`config.mk`:
```
export PLATFORM = sky130hd
export DESIGN_NAME = afe_reg_if_sc
export DESIGN_NICKNAME = d
export VERILOG_FILES = /design/src/rtl/afe_reg_sc_pkg.sv /design/src/rtl/afe_reg_sc_chan.sv /design/src/rtl/afe_reg_if_sc.sv
export SDC_FILE = /design/constraint.sdc
export NUM_CORES = 1
export LEC_CHECK = 0
export BUFFER_PORTS_ARGS = -buffer_cell sky130_fd_sc_hd__buf_2
export CAP_MARGIN = 20
export CORE_AREA = 2 2 225 227
export CTS_CLUSTER_DIAMETER = 100
export DETAILED_ROUTE_END_ITERATION = 7
export DIE_AREA = 0 0 227 229
export PLACE_DENSITY = 0.76
export SETUP_SLACK_MARGIN = 0.1
export SLEW_MARGIN = 20
export SYNTH_ARGS = -nofsm -noshare
export SYNTH_HDL_FRONTEND = slang
export SYNTH_SLANG_ARGS = --single-unit
```
`constraint.sdc`:
```
create_clock -name clk_i -period 6.1 [get_ports clk_i]
set_input_delay 0.61 -clock clk_i [delete_from_list [all_inputs] [get_ports clk_i]]
set_output_delay 0.61 -clock clk_i [all_outputs]
set_load 0.005 [all_outputs]
```
`src/rtl/afe_reg_sc_pkg.sv`:
```
// Shared register map, descriptor type and handshake states for the
// successor AFE uDMA register interface.
package afe_reg_sc_pkg;

    // Per-channel page register offsets
    localparam logic [2:0] REG_SADDR    = 3'd0;
    localparam logic [2:0] REG_SIZE     = 3'd1;
    localparam logic [2:0] REG_CFG      = 3'd2;
    localparam logic [2:0] REG_EVT      = 3'd3;
    localparam logic [2:0] REG_CURRADDR = 3'd4;
    localparam logic [2:0] REG_BYTELEFT = 3'd5;

    // Generic page register offsets
    localparam logic [2:0] REG_IRQ_MASK    = 3'd0;
    localparam logic [2:0] REG_IRQ_STAT    = 3'd1;
    localparam logic [2:0] REG_AFE_CH_MASK = 3'd2;

    localparam logic [5:0] GEN_PAGE = 6'h3F;

    localparam int unsigned CFG_BIT_CONT = 0;
    localparam int unsigned CFG_BIT_EN   = 4;
    localparam int unsigned CFG_BIT_CLR  = 5;

    typedef struct packed {
        logic [31:0] startaddr;
        logic [31:0] size;
        logic        continuous;
    } l2_desc_t;

    typedef enum logic {
        IDLE = 1'b0,
        RESP = 1'b1
    } state_e;

    function automatic logic [31:0] word_align(input logic [31:0] v);
        return {v[31:2], 2'b00};
    endfunction

endpackage

```
`src/rtl/afe_reg_sc_chan.sv`:
```
// One L2 channel: shadow/active descriptor pair with deferred commit,
// enable/clear pulses and sticky done/error events.
module afe_reg_sc_chan
    import afe_reg_sc_pkg::*;
#(
    parameter int unsigned AW = 12,
    parameter int unsigned TW = 16
) (
    input  logic        clk_i,
    input  logic        rst_ni,
    input  logic [31:0] wdata,
    input  logic        wr_saddr,
    input  logic        wr_size,
    input  logic        wr_cfg,
    input  logic        wr_evt,
    input  logic        busy,
    input  logic        done,
    input  logic        err,
    output l2_desc_t    shadow,
    output l2_desc_t    active,
    output logic        pending,
    output logic        en,
    output logic        clr,
    output logic [1:0]  evt
);

    localparam logic [31:0] ADDR_MASK = word_align(32'((64'd1 << AW) - 64'd1));
    localparam logic [31:0] SIZE_MASK = word_align(32'((64'd1 << TW) - 64'd1));

    l2_desc_t shadow_d;
    logic     clr_req;
    logic     en_req;
    logic     commit_done;
    logic     commit;

    // clr beats en when both arrive in one CFG write
    assign clr_req     = wr_cfg & wdata[CFG_BIT_CLR];
    assign en_req      = wr_cfg & wdata[CFG_BIT_EN] & ~wdata[CFG_BIT_CLR];
    assign commit_done = pending & done & ~clr_req;
    assign commit      = (en_req & ~busy) | commit_done;

    always_comb begin
        // NOTE: every always_comb target gets a default first so no latch is inferred.
        shadow_d = shadow;
        if (wr_saddr) shadow_d.startaddr  = wdata & ADDR_MASK;
        if (wr_size)  shadow_d.size       = wdata & SIZE_MASK;
        if (wr_cfg)   shadow_d.continuous = wdata[CFG_BIT_CONT];
    end

    always_ff @(posedge clk_i or negedge rst_ni) begin
        if (!rst_ni) begin
            shadow  <= '0;
            active  <= '0;
            pending <= 1'b0;
            en      <= 1'b0;
            clr     <= 1'b0;
            evt     <= 2'b00;
        end else begin
            // NOTE: sequential state uses <= so all registers sample pre-edge values.
            shadow <= shadow_d;
            if (commit) active <= shadow_d;
            en  <= commit;
            clr <= clr_req;
            if (clr_req)              pending <= 1'b0;
            else if (en_req && busy)  pending <= 1'b1;
            else if (commit_done)     pending <= 1'b0;
            // A new event outranks a W1C landing on the same edge
            evt <= (evt & ~(wr_evt ? wdata[1:0] : 2'b00)) | {err, done};
        end
    end

endmodule

```
`src/rtl/afe_reg_if_sc.sv`:
```
// Config-bus register interface for the AFE readout uDMA: per-channel L2
// descriptor pages, a generic IRQ/mask page and a registered read path.
module afe_reg_if_sc
    import afe_reg_sc_pkg::*;
#(
    parameter int unsigned L2_NUM_CHS     = 8,
    parameter int unsigned L2_AWIDTH_NOAL = 12,
    parameter int unsigned L2_TRANS_SIZE  = 16,
    parameter int unsigned AFE_NUM_CHS    = 8,
    parameter int unsigned CFG_AWIDTH     = 11
) (
    input  logic                                     clk_i,
    input  logic                                     rst_ni,
    input  logic [31:0]                              cfg_wdata_i,
    input  logic [CFG_AWIDTH-1:0]                    cfg_addr_i,
    input  logic                                     cfg_valid_i,
    input  logic                                     cfg_rwn_i,
    output logic [31:0]                              cfg_rdata_o,
    output logic                                     cfg_ready_o,
    output logic [L2_NUM_CHS*L2_AWIDTH_NOAL-1:0]     cfg_l2_startaddr_o,
    output logic [L2_NUM_CHS*L2_TRANS_SIZE-1:0]      cfg_l2_size_o,
    output logic [L2_NUM_CHS-1:0]                    cfg_l2_continuous_o,
    output logic [L2_NUM_CHS-1:0]                    cfg_l2_en_o,
    output logic [L2_NUM_CHS-1:0]                    cfg_l2_clr_o,
    input  logic [L2_NUM_CHS-1:0]                    cfg_l2_en_i,
    input  logic [L2_NUM_CHS-1:0]                    cfg_l2_done_i,
    input  logic [L2_NUM_CHS-1:0]                    cfg_l2_err_i,
    input  logic [L2_NUM_CHS*L2_AWIDTH_NOAL-1:0]     cfg_l2_curr_addr_i,
    input  logic [L2_NUM_CHS*L2_TRANS_SIZE-1:0]      cfg_l2_bytes_left_i,
    output logic [AFE_NUM_CHS-1:0]                   cfg_afe_ch_mask_o,
    output logic                                     irq_o
);

    localparam int unsigned AW     = L2_AWIDTH_NOAL;
    localparam int unsigned TW     = L2_TRANS_SIZE;
    localparam int unsigned MASK_W = (2 * L2_NUM_CHS > 32) ? 32 : 2 * L2_NUM_CHS;
    localparam int unsigned STAT_W = MASK_W / 2;

    logic [5:0]               page;
    logic [2:0]               regsel;
    state_e                   state_q, state_d;
    logic                     wr_en;
    logic                     rd_cap;
    logic [31:0]              rdata_d, rdata_q;
    l2_desc_t                 shadow [L2_NUM_CHS];
    l2_desc_t                 active [L2_NUM_CHS];
    logic [1:0]               evt    [L2_NUM_CHS];
    logic [L2_NUM_CHS-1:0]    pending;
    logic [MASK_W-1:0]        irq_mask_q;
    logic [AFE_NUM_CHS-1:0]   afe_mask_q;
    logic [31:0]              irq_stat;
    logic                     irq_q;
    logic                     gen_wr;

    assign page   = cfg_addr_i[8:3];
    assign regsel = cfg_addr_i[2:0];
    assign gen_wr = wr_en && (page == GEN_PAGE);

    always_comb begin
        state_d     = state_q;
        cfg_ready_o = 1'b0;
        wr_en       = 1'b0;
        rd_cap      = 1'b0;
        case (state_q)
            IDLE: begin
                if (cfg_valid_i) begin
                    if (cfg_rwn_i) begin
                        rd_cap  = 1'b1;
                        state_d = RESP;
                    end else begin
                        wr_en       = 1'b1;
                        cfg_ready_o = 1'b1;
                    end
                end
            end
            RESP: begin
                cfg_ready_o = 1'b1;
                state_d     = IDLE;
            end
            default: state_d = IDLE;
        endcase
    end

    for (genvar c = 0; c < L2_NUM_CHS; c++) begin : g_ch
        logic sel;
        assign sel = wr_en && (page == 6'(c));

        afe_reg_sc_chan #(
            .AW (AW),
            .TW (TW)
        ) u_chan (
            .clk_i    (clk_i),
            .rst_ni   (rst_ni),
            .wdata    (cfg_wdata_i),
            .wr_saddr (sel && (regsel == REG_SADDR)),
            .wr_size  (sel && (regsel == REG_SIZE)),
            .wr_cfg   (sel && (regsel == REG_CFG)),
            .wr_evt   (sel && (regsel == REG_EVT)),
            .busy     (cfg_l2_en_i[c]),
            .done     (cfg_l2_done_i[c]),
            .err      (cfg_l2_err_i[c]),
            .shadow   (shadow[c]),
            .active   (active[c]),
            .pending  (pending[c]),
            .en       (cfg_l2_en_o[c]),
            .clr      (cfg_l2_clr_o[c]),
            .evt      (evt[c])
        );

        assign cfg_l2_startaddr_o[c*AW +: AW] = active[c].startaddr[AW-1:0];
        assign cfg_l2_size_o[c*TW +: TW]      = active[c].size[TW-1:0];
        assign cfg_l2_continuous_o[c]         = active[c].continuous;
    end

    // Only the first MASK_W/2 channels have mask bits and so can raise an IRQ
    always_comb begin
        irq_stat = '0;
        for (int c = 0; c < STAT_W; c++) begin
            irq_stat[c] = |(evt[c] & irq_mask_q[2*c +: 2]);
        end
    end

    always_comb begin
        rdata_d = '0;
        if (page == GEN_PAGE) begin
            case (regsel)
                REG_IRQ_MASK:    rdata_d = 32'(irq_mask_q);
                REG_IRQ_STAT:    rdata_d = irq_stat;
                REG_AFE_CH_MASK: rdata_d = 32'(afe_mask_q);
                default:         rdata_d = '0;
            endcase
        end else begin
            for (int c = 0; c < L2_NUM_CHS; c++) begin
                if (page == 6'(c)) begin
                    case (regsel)
                        REG_SADDR:    rdata_d = shadow[c].startaddr;
                        REG_SIZE:     rdata_d = shadow[c].size;
                        REG_CFG:      rdata_d = 32'({pending[c], 3'b000, cfg_l2_en_i[c],
                                                     3'b000, active[c].continuous});
                        REG_EVT:      rdata_d = 32'(evt[c]);
                        REG_CURRADDR: rdata_d = 32'(cfg_l2_curr_addr_i[c*AW +: AW]);
                        REG_BYTELEFT: rdata_d = 32'(cfg_l2_bytes_left_i[c*TW +: TW]);
                        default:      rdata_d = '0;
                    endcase
                end
            end
        end
    end

    always_ff @(posedge clk_i or negedge rst_ni) begin
        if (!rst_ni) begin
            state_q    <= IDLE;
            rdata_q    <= '0;
            irq_mask_q <= '0;
            afe_mask_q <= '1;
            irq_q      <= 1'b0;
        end else begin
            state_q <= state_d;
            if (rd_cap) rdata_q <= rdata_d;
            if (gen_wr && (regsel == REG_IRQ_MASK))    irq_mask_q <= cfg_wdata_i[MASK_W-1:0];
            if (gen_wr && (regsel == REG_AFE_CH_MASK)) afe_mask_q <= cfg_wdata_i[AFE_NUM_CHS-1:0];
            irq_q <= |irq_stat;
        end
    end

    assign cfg_rdata_o       = rdata_q;
    assign cfg_afe_ch_mask_o = afe_mask_q;
    assign irq_o             = irq_q;

endmodule

```
# Word level (Yosys, flattened, before mapping)
# Cells that the tools add are included.
# totals
in_bits	295
ff_bits	850
out_inout_bits	290
# classes
n_mux	82
n_eq_ne	13
n_reduce_logical	70
n_bitwise	106
# op_table
operator	count
$pmux 32 s6	8
$mux 32	25
$logic_and 1x1->1	51
$and 1x1->1	48
$pmux 16 s3	1
$mux 1	38
$and 2x2->2	16
$eq 6x3->1 const B	4
$reduce_bool 3->1	8
$not 1->1	18
$mux 2	8
$not 2->2	8
$or 2x2->2	8
$reduce_or 16->1	1
$reduce_or 2->1	8
$eq 6x2->1 const B	2
$or 1x1->1	8
$eq 3x2->1 const B	2
$eq 3x3->1 const B	2
$eq 6x1->1 const B	1
$eq 6x6->1 const B	1
$logic_not 6->1	1
$pmux 1 s2	2
$eq 3x1->1 const B	1
$logic_not 3->1	1

# Longest topological paths before layout
# Gate-level depths: netlist of run 1.
# depth
ltp_word	11
mapped_depth	11
ltp_nobuf	6

# By module
# A second synthesis of run 1 with hierarchy kept.
# unflattened
hier_cells	3329
hier_area_um2	49399.9
# modules_own_cells
module	n_inst	area_each_um2	cells_per_inst
afe_reg_sc_chan	8	4999.8	289
afe_reg_if_sc	1	9401.5	1017

# Worst setup path before layout of run 1
# OpenSTA, ideal clock, no wires.
# synth_timing
path_type	input to register
from	input port cfg_addr_i[2]
to	register irq_mask_q[12]
path_buffers	4
slack_ns	3.495
setup_ns	0.125
path_stages	8
arrival_ns	2.480
required_ns	5.975
path_cell_list	buf_2 -> or2_2 -> buf_2 -> nor4_2 -> nor2b_1 -> buf_2 -> buf_4 -> mux2_2
# synth_via
elab_chain_cells	2
# synth_lines
item	line_no	source
start: declaration	afe_reg_if_sc.sv:15	input logic [CFG_AWIDTH-1:0] cfg_addr_i,
$logic_not 3->1	afe_reg_if_sc.sv:160	if (gen_wr && (regsel == REG_IRQ_MASK)) irq_mask_q <= cfg_wdata_i[MASK_W-1:0];
$logic_and 1x1->1	afe_reg_if_sc.sv:160	
end signal: assignment	afe_reg_if_sc.sv:160	
end: declaration	afe_reg_if_sc.sv:49	logic [MASK_W-1:0] irq_mask_q;
# No other way between the ends.
# A chain may end at the register's enable or synchronous reset.

# Worst setup path after layout of run 1
# layout_timing
from	input port cfg_addr_i[2]
to	register irq_mask_q[15]
# The elaborated chain is that of the path after synthesis.

==> impl_metrics.yaml, run 1 <==
timing:
  setup_viol: 0
  final-hold-violation-count: 0
  tightest_slew_ps: 1099
  setup_ws_ps: 2601
  fin_crit_sh_pct: 57.37
  timing.slew.headroom_pct: 26.57
  setup_tns_ps: 0
  maxSlewViolCount: 0
  fmax_mhz: 285.8
  layout_min_cycle_time_ps: 3499
  rsz0062_at_grt: "false"
  fin_skew_ps: 28.36
floorplan:
  core_mm2: 0.04966
  die_w_um: 227
  initial_core_util_pct: 50.58
  die_area_mm2: 0.05198
  io_pins: 585
  die_h_um: 229
  rows: 82
logic_synthesis:
  ys_seq_area_share_pct: 54.44
  synthTopCellsByArea: "dfrtp_1, mux2_2, mux4_2"
  synth_cell_type_count: 64
  ys_ff_latch: 546
  yosysMostFrequentCell: "dfrtp_1"
  synth.top_cells.by_count: "dfrtp_1, mux2_2, buf_2, a21oi_1, mux4_2"
  syn_inst: 1841
  yosys_warnings: 0
  synth_top_area_share_pct: 53.60
  yosys.area.top_type: "dfrtp_1"
  netlist_area_mm2: 0.02512
  syn_avg_cell_area_um2: 13.64
  synthArstFlopShare_pct: 100.0
  ys.flop_type: "dfrtp_1"
  synth_enable_flop_cells: 0
critical_path:
  worst-path-max-fanout: 65
  crit_slowest_cell: "nor4_2"
  cp_num_buf_inv: 2
  cp_num_cells: 6
  r2r_start: "state_q"
  critPathLaunchType: "input pin"
  crit_arrival_ps: 3990
  r2r_slack_ps: 2830
  cp_data_required_time_ps: 6590
  r2r-end: "g_ch[0].u_chan.active[3]"
  cp_slowest_stage_delay_ps: 850
  path_delay_family: "simple AND/OR/NAND/NOR gates"
  critPathKind: "input pin to flop"
  worstPathCellList: "clkbuf_8 > or2_2 > nor4_2 > nor2b_1 > buf_4 > mux2_2"
  cp-end-kind: "flop"
  reg2reg_depth: 6
global_route:
  grt.overflow.total: 0
  grtUsageTotal_pct: 35.78
  grt_max_degree: 165
  antenna_found_initial: 21
  grt_pass1_wl_mm: 133.3
  grt_pass1_vias: 19480
route:
  first_pass_iters: 6
  vias_per_cell: 6.162
  antenna_left: 0
  wl_mm: 93.55
  drc: 0
  wl_per_cell_um: 30.55
  dr_total_vias: 18870
  drtIter0Drc: 1542
clock_network:
  cts_tree: "done"
  clock_path_buffers: 3
  cts.sinks: 546
  cts-resized-gates: 0
  htreeDepth: 2
  clkTransAtPathRegs_ps: 60
  clk_latency_ps: 620
  cts_root_buf: "clkbuf_16"
  cts_setup_buffers: 0
  cts_buffers: 57
  cts_hold_buf: 0
status:
  status: "finished, final reports clean"
final_layout:
  nNetsFinal: 2619
  layout-drive-gt1-share_pct: 52.80
  area_growth_pct: 20.71
power_and_ir_drop:
  peakVddDrop_v: 0.0002317
  power_density_mw_per_mm2: 263.9
  leakage_nw: 15.52
worst_hold_path:
  hold_class: "input pin to async pin"
run:
  drv_cap: 0
place:
  place.port_buffers: 550
  preCtsSetupSlack_ps: 2130
  routabilityCongestion: 0.9673
  dp_hpwl_mm: 66.34
-- registers in the layout, summed over array words and instances, names as in the netlist --
name,flops
g_ch.u_chan.pending,8
cfg_rdata_o,16
cfg_afe_ch_mask_o,8
state_q,1
irq_o,1
irq_mask_q,16
g_ch.u_chan.en,8
g_ch.u_chan.evt,16
g_ch.u_chan.clr,8
g_ch.u_chan.active,232
g_ch.u_chan.shadow,232
-- layout by cell type, fill, tap and decap left out, types with 16 or more instances in the layout --
master	Yosys	final
buf_2	77	547
diode_2	0	19
and2_1	35	35
nand2_1	55	55
mux2_2	476	476
a21oi_1	68	60
dfrtp_1	538	538
nor2_1	35	34
nand2b_1	27	27
mux2i_1	52	52
clkbuf_16	0	59
mux4_2	64	64
conb_1	1	16
a22oi_1	47	47
buf_4	36	21
o21ai_0	56	56
-- worst reg2reg max path: cells and delay by family (launching register included) --
kind / cells / cell delay [ps]
mux: 1 / 440
flops: 1 / 390
compound gates: 1 / 900
buf+inv: 1 / 310
simple gates: 3 / 1090
-- logic make-up after synthesis --
group | Yosys count | synth area share, %
and+or+nand+nor | 261 | 5.868
other | 1 | 0.01493
muxes | 595 | 29.29
DFF | 546 | 54.44
buffers and inverters | 172 | 3.492
AOI/OAI and AO/OA | 266 | 6.900
-- cell type report --
type                       count  area (µm²)
antenna                       19       47.55
clock buffer                  82        1693
clock inverter                24       319.1
timing repair buffer         574        2987
tap                          672       840.8
sequential                   546       13670
fill                        3931       19340
inverter                       7       26.28
multi-input combinational   1138       10730
-- layer usage --
| layer | up-vias | global-route usage (%) | wire, µm |
|---|---|---|---|
| li1 | 7766 | - | - |
| met1 | 9784 | 45.61 | 36100 |
| met4 | 8 | 21.71 | 6216 |
| met3 | 279 | 8.980 | 8330 |
| met2 | 1032 | 55.11 | 42850 |
| met5 | - | 0 | 56 |
-- worst max path at each step --
stage	startpoint	endpoint	slack [ps]
6_report	cfg_addr_i[2]	irq_mask_q[15]	2600
5_1_grt	cfg_addr_i[2]	irq_mask_q[10]	2640
4_1_cts	cfg_addr_i[2]	irq_mask_q[15]	2740
3_5_place_dp	cfg_addr_i[2]	irq_mask_q[9]	2130
3_3_place_gp	cfg_addr_i[2]	irq_mask_q[15]	2170
2_1_floorplan	cfg_addr_i[2]	irq_mask_q[12]	3500
-- per-stage QoR --
stage	power, mW	cells	instance area [µm²]	utilization [%]	hold slack, ps
3_3_place_gp	4.319	2937	28250	56.90	465.2
5_1_grt	8.213	3054	30300	61.01	105.9
3_5_place_dp	4.329	2937	28250	56.90	470.6
2_1_floorplan	3.975	1856	25170	-	314.4
6_report	8.001	3062	30320	61.05	14.18
4_1_cts	8.021	3043	30270	60.95	57.65
-- where the power goes --
part / internal, mW / leakage, nW / switching, mW
registers: 3.65 / 7.48 / 0.0191
logic: 0.206 / 7.04 / 0.393
clock network: 2.23 / 0.993 / 1.50
total: 6.09 / 15.5 / 1.92
Note: power is estimated with default switching activity, not from simulation.
==> inputs of run 2 (changes only) <==
--- a/config.mk
+++ b/config.mk
@@ -7,11 +7,10 @@
 export LEC_CHECK = 0
 export BUFFER_PORTS_ARGS = -buffer_cell sky130_fd_sc_hd__buf_2
 export CAP_MARGIN = 20
-export CORE_AREA = 2 2 225 227
+export CORE_UTILIZATION = 49
 export CTS_CLUSTER_DIAMETER = 100
 export DETAILED_ROUTE_END_ITERATION = 7
-export DIE_AREA = 0 0 227 229
-export PLACE_DENSITY = 0.76
+export PLACE_DENSITY = 0.77
 export SETUP_SLACK_MARGIN = 0.1
 export SLEW_MARGIN = 20
 export SYNTH_ARGS = -nofsm -noshare
==> constraint.sdc (replaced) <==
create_clock -name clk_i -period 2.8 [get_ports clk_i]
set_input_delay 0.28 -clock clk_i [delete_from_list [all_inputs] [get_ports clk_i]]
set_output_delay 0.28 -clock clk_i [all_outputs]
set_load 0.005 [all_outputs]
==> impl_metrics.yaml, run 2 (same netlist as run 1, synthesis figures left out) <==
status:
  status: "finished, final reports clean"
power_and_ir_drop:
  power_density_mw_per_mm2: 575.0
  peakVddDrop_v: 0.0004900
  pwr-share-clk_pct: 48.1
  p_int_mw: 13.93
  combPwrFrac_pct: 7.8
  leakage_nw: 16.17
  seqPwrFrac_pct: 44.1
  p_switching_mw: 4.222
  swShare_pct: 23.26
route:
  wl_mm: 93.92
  highest_layer: "met5"
  drt-met1-wl_mm: 36.59
  first_pass_iters: 6
  vias_per_cell: 6.041
  drtIter0Drc: 1771
  antenna_left: 0
  drc: 0
  wl_met2_mm: 44.20
  met3_length_mm: 7.924
  dr_total_vias: 19130
  wl_per_cell_um: 29.67
timing:
  timing.slew.headroom_pct: 43.54
  setup_viol: 0
  tightest_slew_ps: 846.9
  setup_tns_ps: 0
  rsz0062_at_grt: "false"
  fmax_mhz: 410.0
  layout_min_cycle_time_ps: 2439
  fin_skew_ps: 18.41
  fin_crit_sh_pct: 87.10
  maxSlewViolCount: 0
  final-hold-violation-count: 0
final_layout:
  top_regs: "g_ch.u_chan.active (232), g_ch.u_chan.shadow (232)"
  multi_input_area_mm2: 0.01071
  area_growth_pct: 25.66
  final_util_pct: 62.65
  final_cell_mix: "buf_2, dfrtp_1, mux2_2"
  nNetsFinal: 2730
  regArea_mm2: 0.01367
  final_common_cell: "buf_2"
  layout-drive-gt1-share_pct: 53.89
  n_fill_cell: 3941
place:
  routabilityCongestion: 1.000
  place.port_buffers: 550
  dp_hpwl_mm: 69.17
worst_hold_path:
  worstHoldPathCells: 5
  hold_class: "input pin to flop"
clock_network:
  clkTransAtPathRegs_ps: 60
  cts_tree: "done"
  htreeDepth: 2
  cts_root_buf: "clkbuf_16"
  cts.sinks: 546
  clock_path_buffers: 3
  clk_latency_ps: 620
  cts_buffers: 58
critical_path:
  cp_slowest_stage_delay_ps: 700
  worstPathCellList: "buf_2 > nor4_1 > buf_4 > and2_1 > buf_4 > o211ai_1 > o311ai_0 > buf_4 > a21oi_1 > o32a_1"
  cp_data_required_time_ps: 3300
  path_common_cell: "buf_4"
  cp-end-kind: "flop"
  crit_slowest_cell: "nor4_1"
  r2r_slack_ps: 400
  critPathKind: "input pin to flop"
  critPathLaunchType: "input pin"
  reg2reg_depth: 7
  crit_arrival_ps: 2940
  worst-path-max-fanout: 9
global_route:
  grtUsageTotal_pct: 36.16
  antenna_found_initial: 19
  grt_pass1_vias: 20000
  grt_pass1_wl_mm: 137.6
  grt.overflow.total: 0
  grt_max_degree: 108
run:
  drv_cap: 0
floorplan:
  rows: 82
  die_h_um: 228.4
  io_pins: 585
  die_w_um: 228.4
  initial_core_util_pct: 49.86
  core_mm2: 0.05038
  die_area_mm2: 0.05217
[run 2: changes by cell type in the layout (fill, tap and decap cells not counted), sizes merged]
cell	before	now
buf	573	657
bufinv	7	12
clkbuf	83	85
clkinv	12	7
diode	19	13
dlygate4sd3	0	26
inv	10	8
[run 2: power groups by stage]
stage / logic, mW / registers (mW) / clock network [mW]
after global placement: 1.34 / 8.14 / 0
after floorplan: 0.523 / 8.14 / 0
after global routing: 1.48 / 8.00 / 9.13
after CTS: 1.40 / 8.00 / 8.81
final: 1.41 / 8.00 / 8.73
after detailed placement: 1.36 / 8.14 / 0
[run 2: area by class of cell]
cell class / instances / area share (%)
antenna: 13 / 0.1031
clock buffer: 84 / 5.554
clock inverter: 22 / 1.352
inverter: 7 / 0.08325
multi-input combinational: 1138 / 33.93
sequential: 546 / 43.32
tap: 672 / 2.664
timing repair buffer: 684 / 12.99
[run 2: final timing paths]
check                                    startpoint                        end
max                                   cfg_addr_i[5]             cfg_rdata_o[4]
min                        cfg_l2_bytes_left_i[109]            cfg_rdata_o[13]
max reg2reg                g_ch[1].u_chan.shadow[5]             cfg_rdata_o[4]
min reg2reg                          cfg_rdata_o[9]             cfg_rdata_o[9]
max in group asynchronous                    rst_ni   g_ch[6].u_chan.active[8]
min in group asynchronous                    rst_ni  g_ch[1].u_chan.active[38]
[run 2: stage by stage]
stage / power (mW) / std cells / hold slack [ps] / setup slack (ps) / area, µm²
2_1_floorplan: 8.660 / 1856 / -15.59 / 525.0 / 25170
3_3_place_gp: 9.480 / 3021 / 246.5 / -70.43 / 29090
3_5_place_dp: 9.502 / 3021 / 249.6 / -145.6 / 29090
4_1_cts: 18.21 / 3153 / 99.27 / 449.7 / 31530
5_1_grt: 18.62 / 3165 / 165.8 / 310.4 / 31560
6_report: 18.15 / 3166 / 125.5 / 361.1 / 31560
[run 2: timing repair]
item / CTS / global route
hold buffers: 26 / 0
gates resized for setup: 0 / 0
buffers inserted: 0 / 0
setup endpoints to repair: 0 / 0
endpoints found under the hold margin: 69 / 0
[run 2: worst max-delay path: cells and delay by family]
family	cells	cell delay (ps)
simple gates	2	1100
buf+inv	4	860
compound gates	4	710
[run 2: routing by layer]
metal  GRT usage, %  vias up
li1               -     8008
met1          46.34     9843
met2          57.09     1026
met3          8.832      241
met4          18.90        8
met5              0        -
==> inputs of run 3 (changes only) <==
--- a/config.mk
+++ b/config.mk
@@ -7,10 +7,11 @@
 export LEC_CHECK = 0
 export BUFFER_PORTS_ARGS = -buffer_cell sky130_fd_sc_hd__buf_2
 export CAP_MARGIN = 20
-export CORE_UTILIZATION = 49
+export CORE_AREA = 2 2 225 227
 export CTS_CLUSTER_DIAMETER = 100
 export DETAILED_ROUTE_END_ITERATION = 7
-export PLACE_DENSITY = 0.77
+export DIE_AREA = 0 0 227 229
+export PLACE_DENSITY = 0.76
 export SETUP_SLACK_MARGIN = 0.1
 export SLEW_MARGIN = 20
 export SYNTH_ARGS = -nofsm -noshare
==> constraint.sdc (replaced) <==
create_clock -name clk_i -period 3 [get_ports clk_i]
set_input_delay 0.3 -clock clk_i [delete_from_list [all_inputs] [get_ports clk_i]]
set_output_delay 0.3 -clock clk_i [all_outputs]
set_load 0.005 [all_outputs]
==> impl_metrics.yaml, run 3 (same netlist as run 1, synthesis figures left out) <==
floorplan:
  die_w_um: 227
  die_h_um: 229
  initial_core_util_pct: 50.58
  io_pins: 585
  core_mm2: 0.04966
  die_area_mm2: 0.05198
  rows: 82
route:
  drtIter0Drc: 1755
  antenna_left: 0
  wl_mm: 94.67
  first_pass_iters: 7
  drc: 0
  vias_per_cell: 6.074
  dr_total_vias: 19100
  wl_per_cell_um: 30.10
global_route:
  grt_max_degree: 103
  grt_pass1_vias: 19860
  grtUsageTotal_pct: 36.37
  grt_pass1_wl_mm: 135.7
  grt.overflow.total: 0
  antenna_found_initial: 16
critical_path:
  crit_arrival_ps: 3170
  critPathLaunchType: "flop"
  r2r_slack_ps: 310
  worst-path-max-fanout: 16
  critPathKind: "flop to flop"
  cp-end-kind: "flop"
  cp_data_required_time_ps: 3480
final_layout:
  layout-drive-gt1-share_pct: 53.38
  n_fill_cell: 3878
  multi_input_area_mm2: 0.01073
  stdcell_area_mm2: 0.03128
  area_growth_pct: 24.52
  final_cell_mix: "buf_2, dfrtp_1, mux2_2"
  regArea_mm2: 0.01367
  top_regs: "g_ch.u_chan.active (232), g_ch.u_chan.shadow (232)"
  nNetsFinal: 2712
  final_common_cell: "buf_2"
timing:
  layout_min_cycle_time_ps: 2690
  setup_ws_ps: 310.1
  setup_viol: 0
  final-hold-violation-count: 0
  fmax_mhz: 371.8
  fin_skew_ps: 18.45
  timing.slew.headroom_pct: 27.80
  fin_crit_sh_pct: 89.66
  maxSlewViolCount: 0
  tightest_slew_ps: 1083
  setup_tns_ps: 0
  rsz0062_at_grt: "false"
clock_network:
  clk_latency_ps: 610
  cts_setup_buffers: 0
  cts_tree: "done"
  cts_root_buf: "clkbuf_16"
  cts-resized-gates: 0
  clkTransAtPathRegs_ps: 60
  cts.sinks: 546
  clock_path_buffers: 3
  htreeDepth: 2
  cts_buffers: 57
place:
  postPlaceCellArea_mm2: 0.02895
  place.port_buffers: 550
  routabilityCongestion: 0.9738
  dp_hpwl_mm: 69.22
  preCtsSetupSlack_ps: 213.8
power_and_ir_drop:
  peakVddDrop_v: 0.0004739
  swShare_pct: 23.35
  combPwrFrac_pct: 7.9
  leakage_nw: 16.00
  p_int_mw: 12.66
  power_density_mw_per_mm2: 528.2
  seqPwrFrac_pct: 45.2
  pwr-share-clk_pct: 46.8
  p_switching_mw: 3.857
run:
  drv_cap: 0
status:
  status: "finished, final reports clean"
worst_hold_path:
  hold_class: "input pin to flop"
-- run 3: cell types whose count changed in the layout (fill, tap and decap cells not counted), sizes merged --
cell	change
clkbuf	-6
buf	-17
clkinvlp	+2
inv	-2
diode	+2
-- run 3: repair_timing --
item / CTS / global route
setup endpoints to repair: 0 / 0
hold endpoints to repair: 73 / 0
hold buffers: 26 / 0
-- run 3: area by class of cell --
class / instances / share of cell area (%)
multi-input combinational: 1138 / 34.29
timing repair buffer: 667 / 12.62
inverter: 7 / 0.08401
tap: 672 / 2.688
sequential: 546 / 43.72
antenna: 15 / 0.1200
clock buffer: 78 / 5.133
clock inverter: 22 / 1.344
-- run 3: metrics by stage --
stage               util (%)  std cells  power [mW]  hold slack (ps)
global placement       58.30       3004       8.841            244.8
finish                 62.98       3145       16.52            184.4
floorplan                  -       1856       8.083            4.409
CTS                    62.91       3130       16.57            157.8
global route           62.93       3135       16.95            169.0
detailed placement     58.30       3004       8.859            247.3
-- run 3: power by group through the flow --
stage	clock [mW]	combinational, mW	sequential [mW]
global placement	0	1.24	7.60
global route	8.10	1.38	7.47
floorplan	0	0.488	7.59
finish	7.74	1.31	7.47
detailed placement	0	1.26	7.60
CTS	7.81	1.29	7.47
-- run 3: routing by layer --
metal	vias to the layer above	routed length, µm	global-route usage [%]
met4	4	6040	21.04
met2	1068	43710	56.50
met3	272	9168	10.04
met1	9816	35730	45.74
met5	-	21	0
li1	7943	-	-
-- run 3: path summary, 6_finish.rpt --
path | cells after the start | from | endpoint
hold reg to reg | 2 | cfg_rdata_o[10] | cfg_rdata_o[10]
hold / removal | 5 | cfg_l2_bytes_left_i[108] | cfg_rdata_o[12]
setup / recovery | 6 | state_q | g_ch[4].u_chan.active[15]
setup reg to reg | 6 | state_q | g_ch[4].u_chan.active[15]
max in group asynchronous | 3 | rst_ni | g_ch[6].u_chan.active[14]
min in group asynchronous | 2 | rst_ni | g_ch[1].u_chan.en
-- run 3: critical path, stage by stage, from the launching register on --
cell      delay (ps)
dfrtp_1          400
nand3b_1         480
nor3_2           280
buf_4            310
nand2_2          380
mux2_2           420
mux2_2           270
